==> src/rtl/misc_tickcap_if.sv <==
// Wishbone-style register bus for misc_tickcap.
// The master drives the address, data, write enable and cycle request; the slave returns the
// registered read data and the acknowledge.
interface misc_tickcap_if;
  logic [3:0]  wb_addr;
  logic [31:0] wb_rdata;
  logic [31:0] wb_wdata;
  logic        wb_we;
  logic        wb_cyc;
  logic        wb_ack;

  modport master (
    output wb_addr,
    output wb_wdata,
    output wb_we,
    output wb_cyc,
    input  wb_rdata,
    input  wb_ack
  );

  modport slave (
    input  wb_addr,
    input  wb_wdata,
    input  wb_we,
    input  wb_cyc,
    output wb_rdata,
    output wb_ack
  );
endinterface

==> src/rtl/misc_tickcap.sv <==
// misc_tickcap: multi-channel tick counter with a buffered snapshot FIFO.
// Each cap strobe pushes {timestamp, cnt[0..NCH-1] + tick} into a DEPTH-entry FIFO that firmware
// drains over the register bus (status, head timestamp, head snapshots, pop).
// Build option: define TICKCAP_DELTA_EN for delta mode (counters reload to 0 on every cap and
// saturate instead of wrapping). Without it the counters free-run and wrap.
module misc_tickcap #(
  parameter int unsigned NCH   = 2,
  parameter int unsigned W     = 16,
  parameter int unsigned TW    = 32,
  parameter int unsigned DEPTH = 4
) (
  input  logic           clk,
  input  logic           rst_n,
  input  logic [NCH-1:0] tick,
  input  logic           cap,
  misc_tickcap_if.slave  wb
);

  localparam int unsigned PtrW = $clog2(DEPTH);
  localparam int unsigned LvlW = $clog2(DEPTH + 1);

  localparam logic [LvlW-1:0] LvlFull = LvlW'(DEPTH);
  localparam logic [W-1:0]    CntMax  = '1;

  localparam logic [3:0] AddrStatus = 4'h0;
  localparam logic [3:0] AddrTs     = 4'h1;
  localparam logic [3:0] AddrPop    = 4'hF;

  // Channel counters and timestamp
  logic [W-1:0]  cnt_q    [NCH];
  logic [W-1:0]  cnt_d    [NCH];
  logic [W-1:0]  snap_val [NCH];
  logic [TW-1:0] ts_q;

  // FIFO storage and bookkeeping
  logic [TW-1:0]   ts_mem   [DEPTH];
  logic [W-1:0]    snap_mem [DEPTH][NCH];
  logic [PtrW-1:0] wr_ptr_q, wr_ptr_d;
  logic [PtrW-1:0] rd_ptr_q, rd_ptr_d;
  logic [LvlW-1:0] level_q, level_d;
  logic            ovf_q, ovf_d;
  logic            fifo_empty, fifo_full;

  // Bus side
  logic        ack_q, ack_d;
  logic [31:0] rdata_q, rdata_d;
  logic [31:0] rd_mux;
  logic        wr_commit;
  logic        pop_en, flush, ovf_clr;
  logic        push_en, drop;

  assign fifo_empty = (level_q == '0);
  assign fifo_full  = (level_q == LvlFull);

  // Write side effects take effect only in the ack cycle, so each write commits exactly once.
  assign wr_commit = ack_q & wb.wb_cyc & wb.wb_we;
  assign pop_en    = wr_commit & (wb.wb_addr == AddrPop) & ~fifo_empty;
  assign flush     = wr_commit & (wb.wb_addr == AddrStatus) & wb.wb_wdata[1];
  assign ovf_clr   = wr_commit & (wb.wb_addr == AddrStatus) & wb.wb_wdata[0];

  // A simultaneous pop frees the slot, so a cap at full still lands; flush discards the cap.
  assign push_en = cap & ~flush & (~fifo_full | pop_en);
  assign drop    = cap & ~flush & fifo_full & ~pop_en;

  // Snapshot value includes a tick coincident with cap; next counter value depends on the mode.
  always_comb begin
    for (int k = 0; k < NCH; k++) begin
`ifdef TICKCAP_DELTA_EN
      snap_val[k] = (tick[k] && (cnt_q[k] != CntMax)) ? cnt_q[k] + W'(1) : cnt_q[k];
      cnt_d[k]    = cap ? '0 : snap_val[k];
`else
      snap_val[k] = cnt_q[k] + W'(tick[k]);
      cnt_d[k]    = snap_val[k];
`endif
    end
  end

  // Channel counters and free-running timestamp
  always_ff @(posedge clk or negedge rst_n) begin
    if (!rst_n) begin
      for (int k = 0; k < NCH; k++) begin
        cnt_q[k] <= '0;
      end
      ts_q <= '0;
    end else begin
      for (int k = 0; k < NCH; k++) begin
        cnt_q[k] <= cnt_d[k];
      end
      ts_q <= ts_q + TW'(1);
    end
  end

  // FIFO pointer, level and overflow next-state
  always_comb begin
    wr_ptr_d = wr_ptr_q;
    rd_ptr_d = rd_ptr_q;
    level_d  = level_q;
    ovf_d    = ovf_q;
    if (flush) begin
      wr_ptr_d = '0;
      rd_ptr_d = '0;
      level_d  = '0;
    end else begin
      if (push_en) begin
        wr_ptr_d = wr_ptr_q + PtrW'(1);
      end
      if (pop_en) begin
        rd_ptr_d = rd_ptr_q + PtrW'(1);
      end
      if (push_en && !pop_en) begin
        level_d = level_q + LvlW'(1);
      end else if (pop_en && !push_en) begin
        level_d = level_q - LvlW'(1);
      end
    end
    // Set has priority so an overflow in the clearing cycle is not lost.
    if (ovf_clr) begin
      ovf_d = 1'b0;
    end
    if (drop) begin
      ovf_d = 1'b1;
    end
  end

  // FIFO control state
  always_ff @(posedge clk or negedge rst_n) begin
    if (!rst_n) begin
      wr_ptr_q <= '0;
      rd_ptr_q <= '0;
      level_q  <= '0;
      ovf_q    <= 1'b0;
    end else begin
      wr_ptr_q <= wr_ptr_d;
      rd_ptr_q <= rd_ptr_d;
      level_q  <= level_d;
      ovf_q    <= ovf_d;
    end
  end

  // FIFO storage: no reset, contents are only visible through a valid level
  always_ff @(posedge clk) begin
    if (push_en) begin
      ts_mem[wr_ptr_q] <= ts_q;
      for (int k = 0; k < NCH; k++) begin
        snap_mem[wr_ptr_q][k] <= snap_val[k];
      end
    end
  end

  // Register read mux; head registers read as 0 while the FIFO is empty
  always_comb begin
    rd_mux = '0;
    if (wb.wb_addr == AddrStatus) begin
      rd_mux = {21'd0, ovf_q, fifo_full, fifo_empty, 8'(level_q)};
    end else if (wb.wb_addr == AddrTs) begin
      if (!fifo_empty) begin
        rd_mux = 32'(ts_mem[rd_ptr_q]);
      end
    end else begin
      for (int k = 0; k < NCH; k++) begin
        if ((wb.wb_addr == 4'(k + 2)) && !fifo_empty) begin
          rd_mux = 32'(snap_mem[rd_ptr_q][k]);
        end
      end
    end
  end

  // Two-cycle access: ack rises one cycle after cyc and drops the next; rdata valid with ack
  always_comb begin
    ack_d   = wb.wb_cyc & ~ack_q;
    rdata_d = (wb.wb_cyc && !ack_q) ? rd_mux : '0;
  end

  // Bus response registers
  always_ff @(posedge clk or negedge rst_n) begin
    if (!rst_n) begin
      ack_q   <= 1'b0;
      rdata_q <= '0;
    end else begin
      ack_q   <= ack_d;
      rdata_q <= rdata_d;
    end
  end

  assign wb.wb_ack   = ack_q;
  assign wb.wb_rdata = rdata_q;

  // Only the command bits of the write data are meaningful.
  logic unused_wdata;
  assign unused_wdata = ^wb.wb_wdata[31:2];

endmodule

==> src/flat_wrapper.sv <==
// flat-port wrapper written by rule: the top's interface ports become plain ports
module misc_tickcap_flat 
#(
  parameter int unsigned NCH   = 2,
  parameter int unsigned W     = 16,
  parameter int unsigned TW    = 32,
  parameter int unsigned DEPTH = 4
)
  (clk, rst_n, tick, cap, wb_wb_addr, wb_wb_wdata, wb_wb_we, wb_wb_cyc, wb_wb_rdata, wb_wb_ack);
  misc_tickcap_if wb_i ();
  input  logic clk;
  input  logic rst_n;
  input  logic [NCH-1:0] tick;
  input  logic cap;
  input wire logic [$bits(wb_i.wb_addr)-1:0] wb_wb_addr;
  input wire logic [$bits(wb_i.wb_wdata)-1:0] wb_wb_wdata;
  input wire logic [$bits(wb_i.wb_we)-1:0] wb_wb_we;
  input wire logic [$bits(wb_i.wb_cyc)-1:0] wb_wb_cyc;
  output wire logic [$bits(wb_i.wb_rdata)-1:0] wb_wb_rdata;
  output wire logic [$bits(wb_i.wb_ack)-1:0] wb_wb_ack;
  assign wb_i.wb_addr = wb_wb_addr;
  assign wb_i.wb_wdata = wb_wb_wdata;
  assign wb_i.wb_we = wb_wb_we;
  assign wb_i.wb_cyc = wb_wb_cyc;
  assign wb_wb_rdata = wb_i.wb_rdata;
  assign wb_wb_ack = wb_i.wb_ack;
  misc_tickcap #(.NCH(NCH), .W(W), .TW(TW), .DEPTH(DEPTH)) u_core (.clk(clk), .rst_n(rst_n), .tick(tick), .cap(cap), .wb(wb_i));
endmodule
==> config.mk <==
export PLATFORM = sky130hd
export DESIGN_NAME = misc_tickcap_flat
export DESIGN_NICKNAME = d
export VERILOG_FILES = /design/src/rtl/misc_tickcap_if.sv /design/src/rtl/misc_tickcap.sv /design/src/flat_wrapper.sv
export SDC_FILE = /design/constraint.sdc
export NUM_CORES = 1
export LEC_CHECK = 0
export CORE_UTILIZATION = 50
export DETAILED_ROUTE_END_ITERATION = 8
export PLACE_DENSITY = 0.71
export REMOVE_ABC_BUFFERS = 1
export SLEW_MARGIN = 20
export SYNTH_ARGS = -nofsm -noshare
export SYNTH_HDL_FRONTEND = slang
export SYNTH_SLANG_ARGS = --single-unit
export TNS_END_PERCENT = 10
==> constraint.sdc <==
create_clock -name clk -period 4 [get_ports clk]
set_input_delay 0.6 -clock clk [delete_from_list [all_inputs] [get_ports clk]]
set_output_delay 0.6 -clock clk [all_outputs]
set_load 0.05 [all_outputs]
==> results.cfg <==
[outcome]
run_status = finished, final reports clean

[timing]
finClkSkew_ns = 0.02403
hold_viol = 0
slew_headroom = 0.4224
setup_viol_count_final = 0
post-route-worst-setup-slack_ns = 0.8857
period_share = 0.7786
max_slew.worst_pin.slew_ns = 0.8633
final_slew_viol_count = 0
rsz_0062_raised_after_global_routing = no
timing.setup.tns_ns = 0
fmax_mhz = 321.1
period_needed_ns = 3.114

[floorplan]
fp.dieH_um = 168.6
ios = 76
floorplan.core_area_sq_mm = 0.02710
design.die.area_sq_mm = 0.02842
floorplan.die.width_um = 168.6
floorplan.initialDensity = 0.5120
placement_rows = 60

[grt]
grt_antenna_before_repair = 0
globalRouteTotalUtil = 0.1937
grt.busiest_layer = met2
globalRouteMet3Util = 0.02946
grt_use_met1 = 0.2628
first_global_vias = 7459
grt_start_max_net_pins = 65
global_route.overflow_total = 0
grtUsageMet2 = 0.3278
grt_pass1_wl_um = 41650

[worst_setup_path]
critical_path_required_ns = 4.41
critPathArrivalTime_ns = 3.53
rrSetupSlack_ns = 1.24
r2r-start = u_core.level_q[0]$_DFFE_PN0P_
end_kind = register
reg2reg_to = u_core.level_q[2]$_DFFE_PN0P_
ff2ff_path_depth = 8
critical_path.startpoint_type = primary input
peak_fanout_along_the_critical_path = 9
critPathLaunch = wb_wb_addr[0]
timing_worst_setup_path_type = primary input to register
timing.critical_path.to = u_core.level_q[2]$_DFFE_PN0P_

[synth]
syn_area_per_cell_sq_um = 18.31
post_synth_instance_area_sq_mm = 0.01388
ys_seq_area_frac = 0.7433
yosysWarningCount = 0
synth_cell_type_count = 40
yosys_register_bits = 361
synth-main-ff-cell = edfxtp_1
synthCells = 758
synth-edff-count = 256
ys_async_sr_fraction = 0.2909

[detailed_routing]
routed_via_density = 5.668
post-route-drc-count = 0
wl_per_cell_um = 21.40
first_pass_iters = 5
detailedRoute.firstIterationViolations = 487
ant_nets = 0
num_vias = 6960
total_wire_length_um = 26290

[placement]
io_buffer_count = 45
gpl.final_weighted_congestion = 0.7879
worst_setup_slack_after_placement_ns = 0.4047
hpwlAfterDp_um = 16010

[cts]
cts-buffers-inserted = 36
cts_sinks = 361
worst_skew_pair.late_latency_ns = 0.50
cts.repair_timing.setup_buffer_count = 0
root_buffer = clkbuf_16
cts_hold_buffers = 0
clk_transition_reported_paths_ns = 0.06
ctsLongestPathBuffers = 3
cts_tree = built
htreeDepth = 2
cts-resized-gates = 0

[finish]
core_occupancy_in_the_finished_layout = 0.5894
area_growth_syn_to_fin_pct = 15.10
final_common_cell = edfxtp_1
layout_common_cells = edfxtp_1 (256), dfrtp_1 (103), mux4_2 (64)
drive_above_1_share = 0.1752
finalNetCount = 884
number_of_diodes = 0

[pwr]
cellPowerDensity_mw_per_mm2 = 608.6
peakVddDrop_mv = 0.4230
power.leakage_nw = 5.782

[worst_hold_path]
worst_min_path_class = primary input to async pin

[job]
cap_violations = 0
metrics by stage:
step                      cell area (sq um)  total power [W]  std cells  hold WS (ns)
after floorplan                       13760         0.006105        730        0.3044
after global placement                14850         0.006565       1164        0.4966
after detailed placement              14850         0.006667       1164        0.5088
after CTS                             15970         0.009819       1228        0.1983
after global routing                  15970          0.01011       1228        0.2290
final                                 15970         0.009722       1228        0.1899
worst max-delay path, cell delays in order:
cell and delay (ns):
clkdlybuf4s50_1 0.64, nor4_1 0.45, and3_1 0.44, nor3_1 0.16, ha_1 0.25, fa_1 0.38, xnor2_1 0.14, or3_1 0.31
a21oi_1 0.15
metal layers:
layer,part of all wire,wire (um),up-vias
met2,0.50,13240,202
li1,-,-,3105
met3,0.050,1324,40
met5,0,0,-
met4,0.019,498,0
met1,0.43,11220,3613
cell type report:
type / count / area (sq um)
Tap cell: 372 / 465.4
Fill cell: 1951 / 11130
Clock buffer: 50 / 1015
Sequential cell: 361 / 10320
Multi-Input combinational cell: 360 / 3422
Timing Repair Buffer: 62 / 613.1
Inverter: 9 / 33.78
Clock inverter: 14 / 103.9
where the power goes:
group / total, W / switching (W) / internal (W)
sequential: 0.00507 / 0.000267 / 0.00481
clock: 0.00315 / 0.00131 / 0.00184
combinational: 0.00149 / 0.000900 / 0.000594
total: 0.00972 / 0.00248 / 0.00724
cell families after synthesis:
| family | synth area share |
|---|---|
| AOI/OAI and AO/OA | 0.01866 |
| and+or+nand+nor | 0.06943 |
| muxes | 0.1082 |
| adders and majority gates | 0.01046 |
| xor gates and xnor gates | 0.03913 |
| buffers and inverters | 0.01082 |
| DFF | 0.7433 |
cell usage after synthesis (7+ instances only):
library cell / count / area share
nor2_1: 22 / 0.0060
o21ai_0: 8 / 0.0029
nand2_1: 36 / 0.0097
clkbuf_1: 14 / 0.0038
ha_1: 10 / 0.0090
inv_1: 9 / 0.0024
nor3_1: 8 / 0.0029
edfxtp_1: 256 / 0.55
xnor2_1: 37 / 0.023
nand3_1: 26 / 0.0094
mux4_2: 64 / 0.10
xor2_1: 25 / 0.016
and3_1: 29 / 0.013
dfrtp_1: 105 / 0.19
and4_1: 7 / 0.0044
a31oi_1: 10 / 0.0045
a21oi_1: 18 / 0.0065
nand4_1: 23 / 0.010
buf_2: 9 / 0.0032
worst min-delay path by stage:
stage,start,to,slack [ns]
global route,rst_n,u_core.ts_q[0]$_DFF_PN0_,0.23
detailed placement,u_core.cnt_q[31]$_DFF_PN0_,u_core.cnt_q[31]$_DFF_PN0_,0.51
floorplan,rst_n,u_core.cnt_q[0]$_DFF_PN0_,0.30
global placement,u_core.cnt_q[31]$_DFF_PN0_,u_core.cnt_q[31]$_DFF_PN0_,0.50
finish,rst_n,u_core.ts_q[0]$_DFF_PN0_,0.19
CTS,rst_n,u_core.cnt_q[16]$_DFF_PN0_,0.20
flip-flops by register name (all words and copies together) (netlist names):
name	cells
u_core.wb.wb_ack	1
u_core.ovf_q	1
u_core.snap_mem	128
u_core.wb.wb_rdata	32
u_core.ts_q	32
u_core.level_q	3
u_core.cnt_q	32
u_core.wr_ptr_q	2
u_core.rd_ptr_q	2
u_core.ts_mem	128
(Power assumes the default switching activity.)
